[src/rtl/skinny_pkg.sv]
// Shared types and cell-level primitives for the SKINNY-128 encrypt engine.
package skinny_pkg;

  typedef enum logic [2:0] {
    S_IDLE  = 3'd0,
    S_LOAD  = 3'd1,
    S_READY = 3'd2,
    S_RUN   = 3'd3,
    S_OUT   = 3'd4
  } state_t;

  // Tweakey cell permutation: new cell i takes old cell TK_PERM[i]
  localparam logic [3:0] TK_PERM [16] = '{4'd9, 4'd15, 4'd8, 4'd13, 4'd10, 4'd14, 4'd12, 4'd11,
                                           4'd0, 4'd1,  4'd2, 4'd3,  4'd4,  4'd5,  4'd6,  4'd7};

  function automatic int rounds_for(input int tk_count);
    return 32 + 8 * tk_count;
  endfunction

  // 8-bit S-box built from four NOR/XOR layers with bit permutations in between
  function automatic logic [7:0] sbox8(input logic [7:0] x_in);
    logic [7:0] x;
    x = x_in;
    for (int i = 0; i < 4; i++) begin
      x[4] = x[4] ^ ~(x[7] | x[6]);
      x[0] = x[0] ^ ~(x[3] | x[2]);
      if (i < 3) x = {x[2], x[1], x[7], x[6], x[4], x[0], x[3], x[5]};
      else       x = {x[7], x[6], x[5], x[4], x[3], x[1], x[2], x[0]};
    end
    return x;
  endfunction

  // 6-bit round-constant LFSR step
  function automatic logic [5:0] rc_step(input logic [5:0] rc);
    return {rc[4:0], rc[5] ^ rc[4] ^ 1'b1};
  endfunction

  function automatic logic [7:0] lfsr2(input logic [7:0] x);
    return {x[6:0], x[7] ^ x[5]};
  endfunction

  function automatic logic [7:0] lfsr3(input logic [7:0] x);
    return {x[0] ^ x[6], x[7:1]};
  endfunction

endpackage

[src/rtl/skinny128_round.sv]
// One combinational SKINNY-128 round. Cell 0 is bits [127:120], cells row-major.
module skinny128_round
  import skinny_pkg::*;
(
  input  logic [127:0] i_state,
  input  logic [63:0]  i_rtk,
  input  logic [5:0]   i_rc,
  output logic [127:0] o_state
);

  logic [7:0] w_sub [16];
  logic [7:0] w_shr [16];

  // SubCells, AddConstants and AddRoundTweakey (rows 0-1 only)
  always_comb begin
    for (int i = 0; i < 16; i++) begin
      w_sub[i] = sbox8(i_state[127-8*i -: 8]);
    end
    w_sub[0] = w_sub[0] ^ {4'h0, i_rc[3:0]};
    w_sub[4] = w_sub[4] ^ {6'h00, i_rc[5:4]};
    w_sub[8] = w_sub[8] ^ 8'h02;
    for (int i = 0; i < 8; i++) begin
      w_sub[i] = w_sub[i] ^ i_rtk[63-8*i -: 8];
    end
  end

  // ShiftRows (row r rotated right by r) followed by MixColumns
  always_comb begin
    o_state = '0;
    for (int r = 0; r < 4; r++) begin
      for (int c = 0; c < 4; c++) begin
        w_shr[4*r+c] = w_sub[4*r + ((c - r) & 3)];
      end
    end
    for (int c = 0; c < 4; c++) begin
      o_state[127-8*c      -: 8] = w_shr[c] ^ w_shr[8+c] ^ w_shr[12+c];
      o_state[127-8*(4+c)  -: 8] = w_shr[c];
      o_state[127-8*(8+c)  -: 8] = w_shr[4+c] ^ w_shr[8+c];
      o_state[127-8*(12+c) -: 8] = w_shr[c] ^ w_shr[8+c];
    end
  end

endmodule

[src/rtl/skinny128_tk_encrypt.sv]
// SKINNY-128-128/256/384 encrypt core: serial load, one round per cycle, serial burst out.
module skinny128_tk_encrypt
  import skinny_pkg::*;
#(
  parameter int TK_COUNT = 3,
  parameter int BUS_W    = 8
) (
  input  logic             clock,
  input  logic             reset,
  input  logic             load,
  input  logic             start,
  input  logic [BUS_W-1:0] plaintext,
  input  logic [BUS_W-1:0] tweakey,
  output logic [BUS_W-1:0] ciphertext,
  output logic             valid,
  output logic             busy
);

  localparam int PT_BEATS = 128 / BUS_W;
  localparam int TK_BEATS = TK_COUNT * 128 / BUS_W;
  localparam int LD_BEATS = PT_BEATS + TK_BEATS;
  localparam int ROUNDS   = rounds_for(TK_COUNT);
  localparam int TKW      = 128 * TK_COUNT;
  localparam int LD_CW    = $clog2(LD_BEATS + 1);
  localparam int RND_CW   = $clog2(ROUNDS);

  if (TK_COUNT < 1 || TK_COUNT > 3 || BUS_W < 8 || BUS_W > 128 || (128 % BUS_W) != 0) begin : g_param_check
    $error("skinny128_tk_encrypt: illegal TK_COUNT or BUS_W");
  end

  state_t              r_fsm;
  state_t              w_fsm_d;
  logic [LD_CW-1:0]    r_ld_cnt;
  logic [RND_CW-1:0]   r_rnd_cnt;   // round index in RUN, output beat index in OUT
  logic [5:0]          r_rc;
  logic [127:0]        r_blk;
  logic [TKW-1:0]      r_tk;
  logic [TKW-1:0]      w_tk_next;
  logic [63:0]         w_rtk;
  logic [5:0]          w_rc_next;
  logic [127:0]        w_round_out;
  logic                w_rnd_last;
  logic                w_out_last;

  assign w_rc_next  = rc_step(r_rc);
  assign w_rnd_last = (r_rnd_cnt == RND_CW'(ROUNDS - 1));
  assign w_out_last = (r_rnd_cnt == RND_CW'(PT_BEATS - 1));

  skinny128_round u_round (
    .i_state (r_blk),
    .i_rtk   (w_rtk),
    .i_rc    (w_rc_next),
    .o_state (w_round_out)
  );

  // Round tweakey: XOR of rows 0-1 of every TK word
  always_comb begin
    w_rtk = '0;
    for (int j = 0; j < TK_COUNT; j++) begin
      w_rtk = w_rtk ^ r_tk[TKW-1-128*j -: 64];
    end
  end

  // Tweakey schedule: cell permutation on every word, LFSR on rows 0-1 of TK2/TK3
  always_comb begin
    logic [7:0] w_cell;
    w_tk_next = '0;
    w_cell    = '0;
    for (int j = 0; j < TK_COUNT; j++) begin
      for (int i = 0; i < 16; i++) begin
        w_cell = r_tk[TKW-1-128*j-8*int'(TK_PERM[i]) -: 8];
        if (i < 8 && j == 1)      w_cell = lfsr2(w_cell);
        else if (i < 8 && j == 2) w_cell = lfsr3(w_cell);
        w_tk_next[TKW-1-128*j-8*i -: 8] = w_cell;
      end
    end
  end

  // FSM state register
  always_ff @(posedge clock or posedge reset) begin
    if (reset) r_fsm <= S_IDLE;
    else       r_fsm <= w_fsm_d;
  end

  // FSM next state; load takes priority over start in READY
  always_comb begin
    w_fsm_d = r_fsm;
    case (r_fsm)
      S_IDLE:  if (load) w_fsm_d = S_LOAD;
      S_LOAD:  if (load && r_ld_cnt == LD_CW'(LD_BEATS - 1)) w_fsm_d = S_READY;
      S_READY: if (start && !load) w_fsm_d = S_RUN;
      S_RUN:   if (w_rnd_last) w_fsm_d = S_OUT;
      S_OUT:   if (w_out_last) w_fsm_d = S_IDLE;
      default: w_fsm_d = S_IDLE;
    endcase
  end

  // Counters, load shift registers, round datapath and output shifting
  always_ff @(posedge clock or posedge reset) begin
    if (reset) begin
      r_ld_cnt  <= '0;
      r_rnd_cnt <= '0;
      r_rc      <= '0;
      r_blk     <= '0;
      r_tk      <= '0;
    end else begin
      case (r_fsm)
        S_IDLE, S_LOAD: begin
          if (load) begin
            r_ld_cnt <= r_ld_cnt + 1'b1;
            if (r_ld_cnt < LD_CW'(PT_BEATS)) r_blk <= (r_blk << BUS_W) | 128'(plaintext);
            else                             r_tk  <= (r_tk << BUS_W) | TKW'(tweakey);
          end
        end
        S_READY: begin
          if (start && !load) begin
            r_rnd_cnt <= '0;
            r_rc      <= '0;
          end
        end
        S_RUN: begin
          r_blk     <= w_round_out;
          r_tk      <= w_tk_next;
          r_rc      <= w_rc_next;
          r_rnd_cnt <= w_rnd_last ? '0 : r_rnd_cnt + 1'b1;
        end
        S_OUT: begin
          r_blk <= r_blk << BUS_W;
          if (w_out_last) begin
            r_rnd_cnt <= '0;
            r_ld_cnt  <= '0;
          end else begin
            r_rnd_cnt <= r_rnd_cnt + 1'b1;
          end
        end
        default: ;
      endcase
    end
  end

  assign valid      = (r_fsm == S_OUT);
  assign busy       = (r_fsm == S_RUN) || (r_fsm == S_OUT);
  assign ciphertext = valid ? r_blk[127 -: BUS_W] : '0;

endmodule
[config.mk]
export PLATFORM = sky130hd
export DESIGN_NAME = skinny128_tk_encrypt
export DESIGN_NICKNAME = d
export VERILOG_FILES = /design/src/rtl/skinny_pkg.sv /design/src/rtl/skinny128_round.sv /design/src/rtl/skinny128_tk_encrypt.sv
export SDC_FILE = /design/constraint.sdc
export NUM_CORES = 2
export LEC_CHECK = 0
export CELL_PAD_IN_SITES_DETAIL_PLACEMENT = 0
export CELL_PAD_IN_SITES_GLOBAL_PLACEMENT = 1
export CORE_AREA = 2 2 258 260
export CTS_CLUSTER_DIAMETER = 30
export DETAILED_ROUTE_END_ITERATION = 8
export DIE_AREA = 0 0 260 262
export PLACE_DENSITY = 0.8
export SETUP_SLACK_MARGIN = 0.5
export SYNTH_ARGS = -nofsm -noshare
export SYNTH_HDL_FRONTEND = slang
export SYNTH_SLANG_ARGS = --single-unit
[constraint.sdc]
create_clock -name clock -period 21.7 [get_ports clock]
set_input_delay 4.34 -clock clock [delete_from_list [all_inputs] [get_ports clock]]
set_output_delay 4.34 -clock clock [all_outputs]
set_load 0.005 [all_outputs]
==> qor.yml <==
via_count: 24800
max-slew-margin-rel_pct: 26.3
diodes: 0
portBuffers: 29
setup_ws_ns: 13.54
area_growth_pct: 18.9
irDropWorstVdd_mv: 0.0605
crit_fanout: 111
clk_pin_slew_ns: 0.05
ios: 30
die_x_um: 260
yosys_warnings: 0
holdPathStages: 2
r2r_start: "r_fsm[1]"
grt_max_degree: 221
endpoint_kind: "register"
drive_gt1_share_pct: 7.22
path_class: "primary input to register"
cp.arrival_ns: 8.77
synth_edf_count: 0
ys_seq_elements: 534
tns_ns: 0
fin_crit_sh_pct: 37.6
cts_resized: 0
finalWeightedCongestion: 0.902
cts_made_buffers: 140
dr.pass1.iters: 5
reg2reg_depth: 8
holdPathEnd: "r_rnd_cnt[1]"
drtIter0Drc: 2399
status: "complete, no violations"
cts_htree_levels: 4
grt_pass1_wl_um: 138000
cts_root_buffer: "clkbuf_16"
viasPerCell: 5.51
power_w: 0.00411
clock_latency_ns: 0.71
antenna_found_initial: 0
syn_inst: 3580
gr-total-overflow: 0
die_h_um: 262
power.density_nw_per_um2: 119
pre_cts_ws_ns: 12.89
cts.sinks: 534
fin_hold_ws_ns: 0.502
dp_hpwl_um: 60000
grt_pass1_vias: 23100
route.detailed.drc: 0
clk_path_buf_depth: 3
setup-violations-final: 0
syn_nets: 3602
required_ns: 22.31
rsz0062_at_grt: "no"
seq_area_frac_synth_pct: 45.8
detail-route-antenna-nets: 0
routed_wl_um: 89000
tightest_slew_ns: 1.10
cp-start-kind: "primary input"
synth_ff_type: "dfrtp_1"
rrSetupSlack_ns: 16.86
async_flop_share_pct: 100
hold_path_class: "register to register"
maxCapViolCount: 0
grt_use_total_pct: 26.3
cts_tree: "built"
synth.avg_cell_area_um2: 8.14
core-area_um2: 65300
p_leak_nw: 14.5
cts_setup_buffers: 0
fin_nets: 3557
rr_endpoint: "r_tk[134]"
initial_core_util_pct: 44.7
hp-start: "r_rnd_cnt[1]"
num_rows: 94
die_area_um2: 68100
slew_violations: 0
netlist-cell-type-count: 48
min_period_ns: 8.16
syn_area_um2: 29100
skew_ns: 0.0219
hold_buffers: 0
finalHoldViolCount: 0
fmax_mhz: 123
wl_per_cell_um: 19.7
==> layout make-up <==
cell class | count | area [µm²]
well taps | 864 | 1080
repair buffers | 54 | 503
multi-input cells | 2798 | 14900
inverters | 7 | 33.8
clock inverters | 52 | 786
fillers | 6045 | 30600
clock buffers | 198 | 4020
flip-flops and latches | 534 | 13400
==> synthesized netlist by cell type (25+ instances only) <==
master | instances | share of area, %
nand2_1 | 919 | 12
nor2_1 | 548 | 7.1
dfrtp_1 | 534 | 46
a31oi_1 | 399 | 8.6
xnor2_1 | 290 | 8.7
clkbuf_1 | 229 | 2.9
o21ai_0 | 130 | 2.2
xor2_1 | 111 | 3.3
a21oi_1 | 104 | 1.8
or3_1 | 35 | 0.75
mux2i_1 | 26 | 0.89
nor3_1 | 26 | 0.45
nand3_1 | 25 | 0.43
==> per-stage QoR <==
stage / util, % / area, µm² / std cells
after floorplan: - / 29100 / 3580
after global placement: 45.8 / 29900 / 4257
after detailed placement: 45.8 / 29900 / 4257
after CTS: 53.1 / 34700 / 4507
after global routing: 53.1 / 34700 / 4507
final: 53.1 / 34700 / 4507
==> metal layers <==
layer / track usage [%] / routed length, µm / up-vias
li1: - / - / 12000
met1: 37.5 / 40800 / 12000
met2: 39.9 / 40400 / 695
met3: 4.98 / 5220 / 131
met4: 9.88 / 2590 / 0
met5: 0 / 0 / -
==> worst max-delay path by stage <==
stage	cells past startpoint	slack (ns)	startpoint	end
after global routing	8	13.11	load	r_tk[342]
after global placement	7	12.92	load	r_tk[294]
after floorplan	1	2.44	reset	r_blk[0]
final	8	13.54	load	r_tk[134]
after CTS	7	13.58	load	r_tk[63]
after detailed placement	7	12.89	load	r_tk[63]
==> sequential cells by signal, summed over array words and instances (netlist names) <==
| register | cells |
|---|---|
| r_ld_cnt | 7 |
| r_fsm | 3 |
| r_blk | 128 |
| r_tk | 384 |
| r_rnd_cnt | 6 |
| r_rc | 6 |
==> critical path, stage by stage <==
cell and delay [ns]:
clkdlybuf4s50_1 0.67, nor2_1 0.14, o21ai_4 0.63, buf_4 0.83, buf_4 0.80, buf_4 0.89
nor2_1 0.12, a31oi_1 0.22
==> layout by cell type, fill, tap and decap left out, types with 5 or more instances in the layout <==
cell,instances
clkbuf_1,32
o21ai_0,130
nor2_1,547
nand2_1,918
a21oi_1,104
mux2i_1,26
dfrtp_1,534
nor3_1,26
bufinv_16,15
nor3b_1,5
a22o_1,5
and2_1,18
or2_2,8
o21ai_1,22
clkbuf_8,23
o21a_1,22
clkinv_2,19
and3b_1,6
xor2_1,111
xnor3_1,5
and3_1,22
clkinv_8,6
nand3b_1,16
clkdlybuf4s50_1,29
or3_1,35
inv_1,6
buf_4,23
xnor2_1,290
a221oi_1,8
a31oi_1,399
clkbuf_16,143
nand3_1,25
nor2b_1,5
nand4_1,9
==> cells by family (layout without fill, tap and decap cells) <==
family / count (synthesis) / count (layout) / share of synthesized area [%]
and+or+nand+nor: 1656 / 1656 / 23.0
xor gates and xnor gates: 408 / 408 / 12.6
AOI/OAI and AO/OA: 705 / 705 / 14.3
adders and majority gates: 2 / 2 / 0.0858
muxes: 27 / 27 / 0.970
buffers and inverters: 248 / 311 / 3.22
DFF: 534 / 534 / 45.8
==> where the power goes <==
part	switching (W)	total [W]	internal [W]
combinational	0.000468	0.000768	0.000300
sequential	0.000148	0.00125	0.00111
clock	0.000633	0.00209	0.00146
total	0.00125	0.00411	0.00286
(Power assumes the default switching activity.)
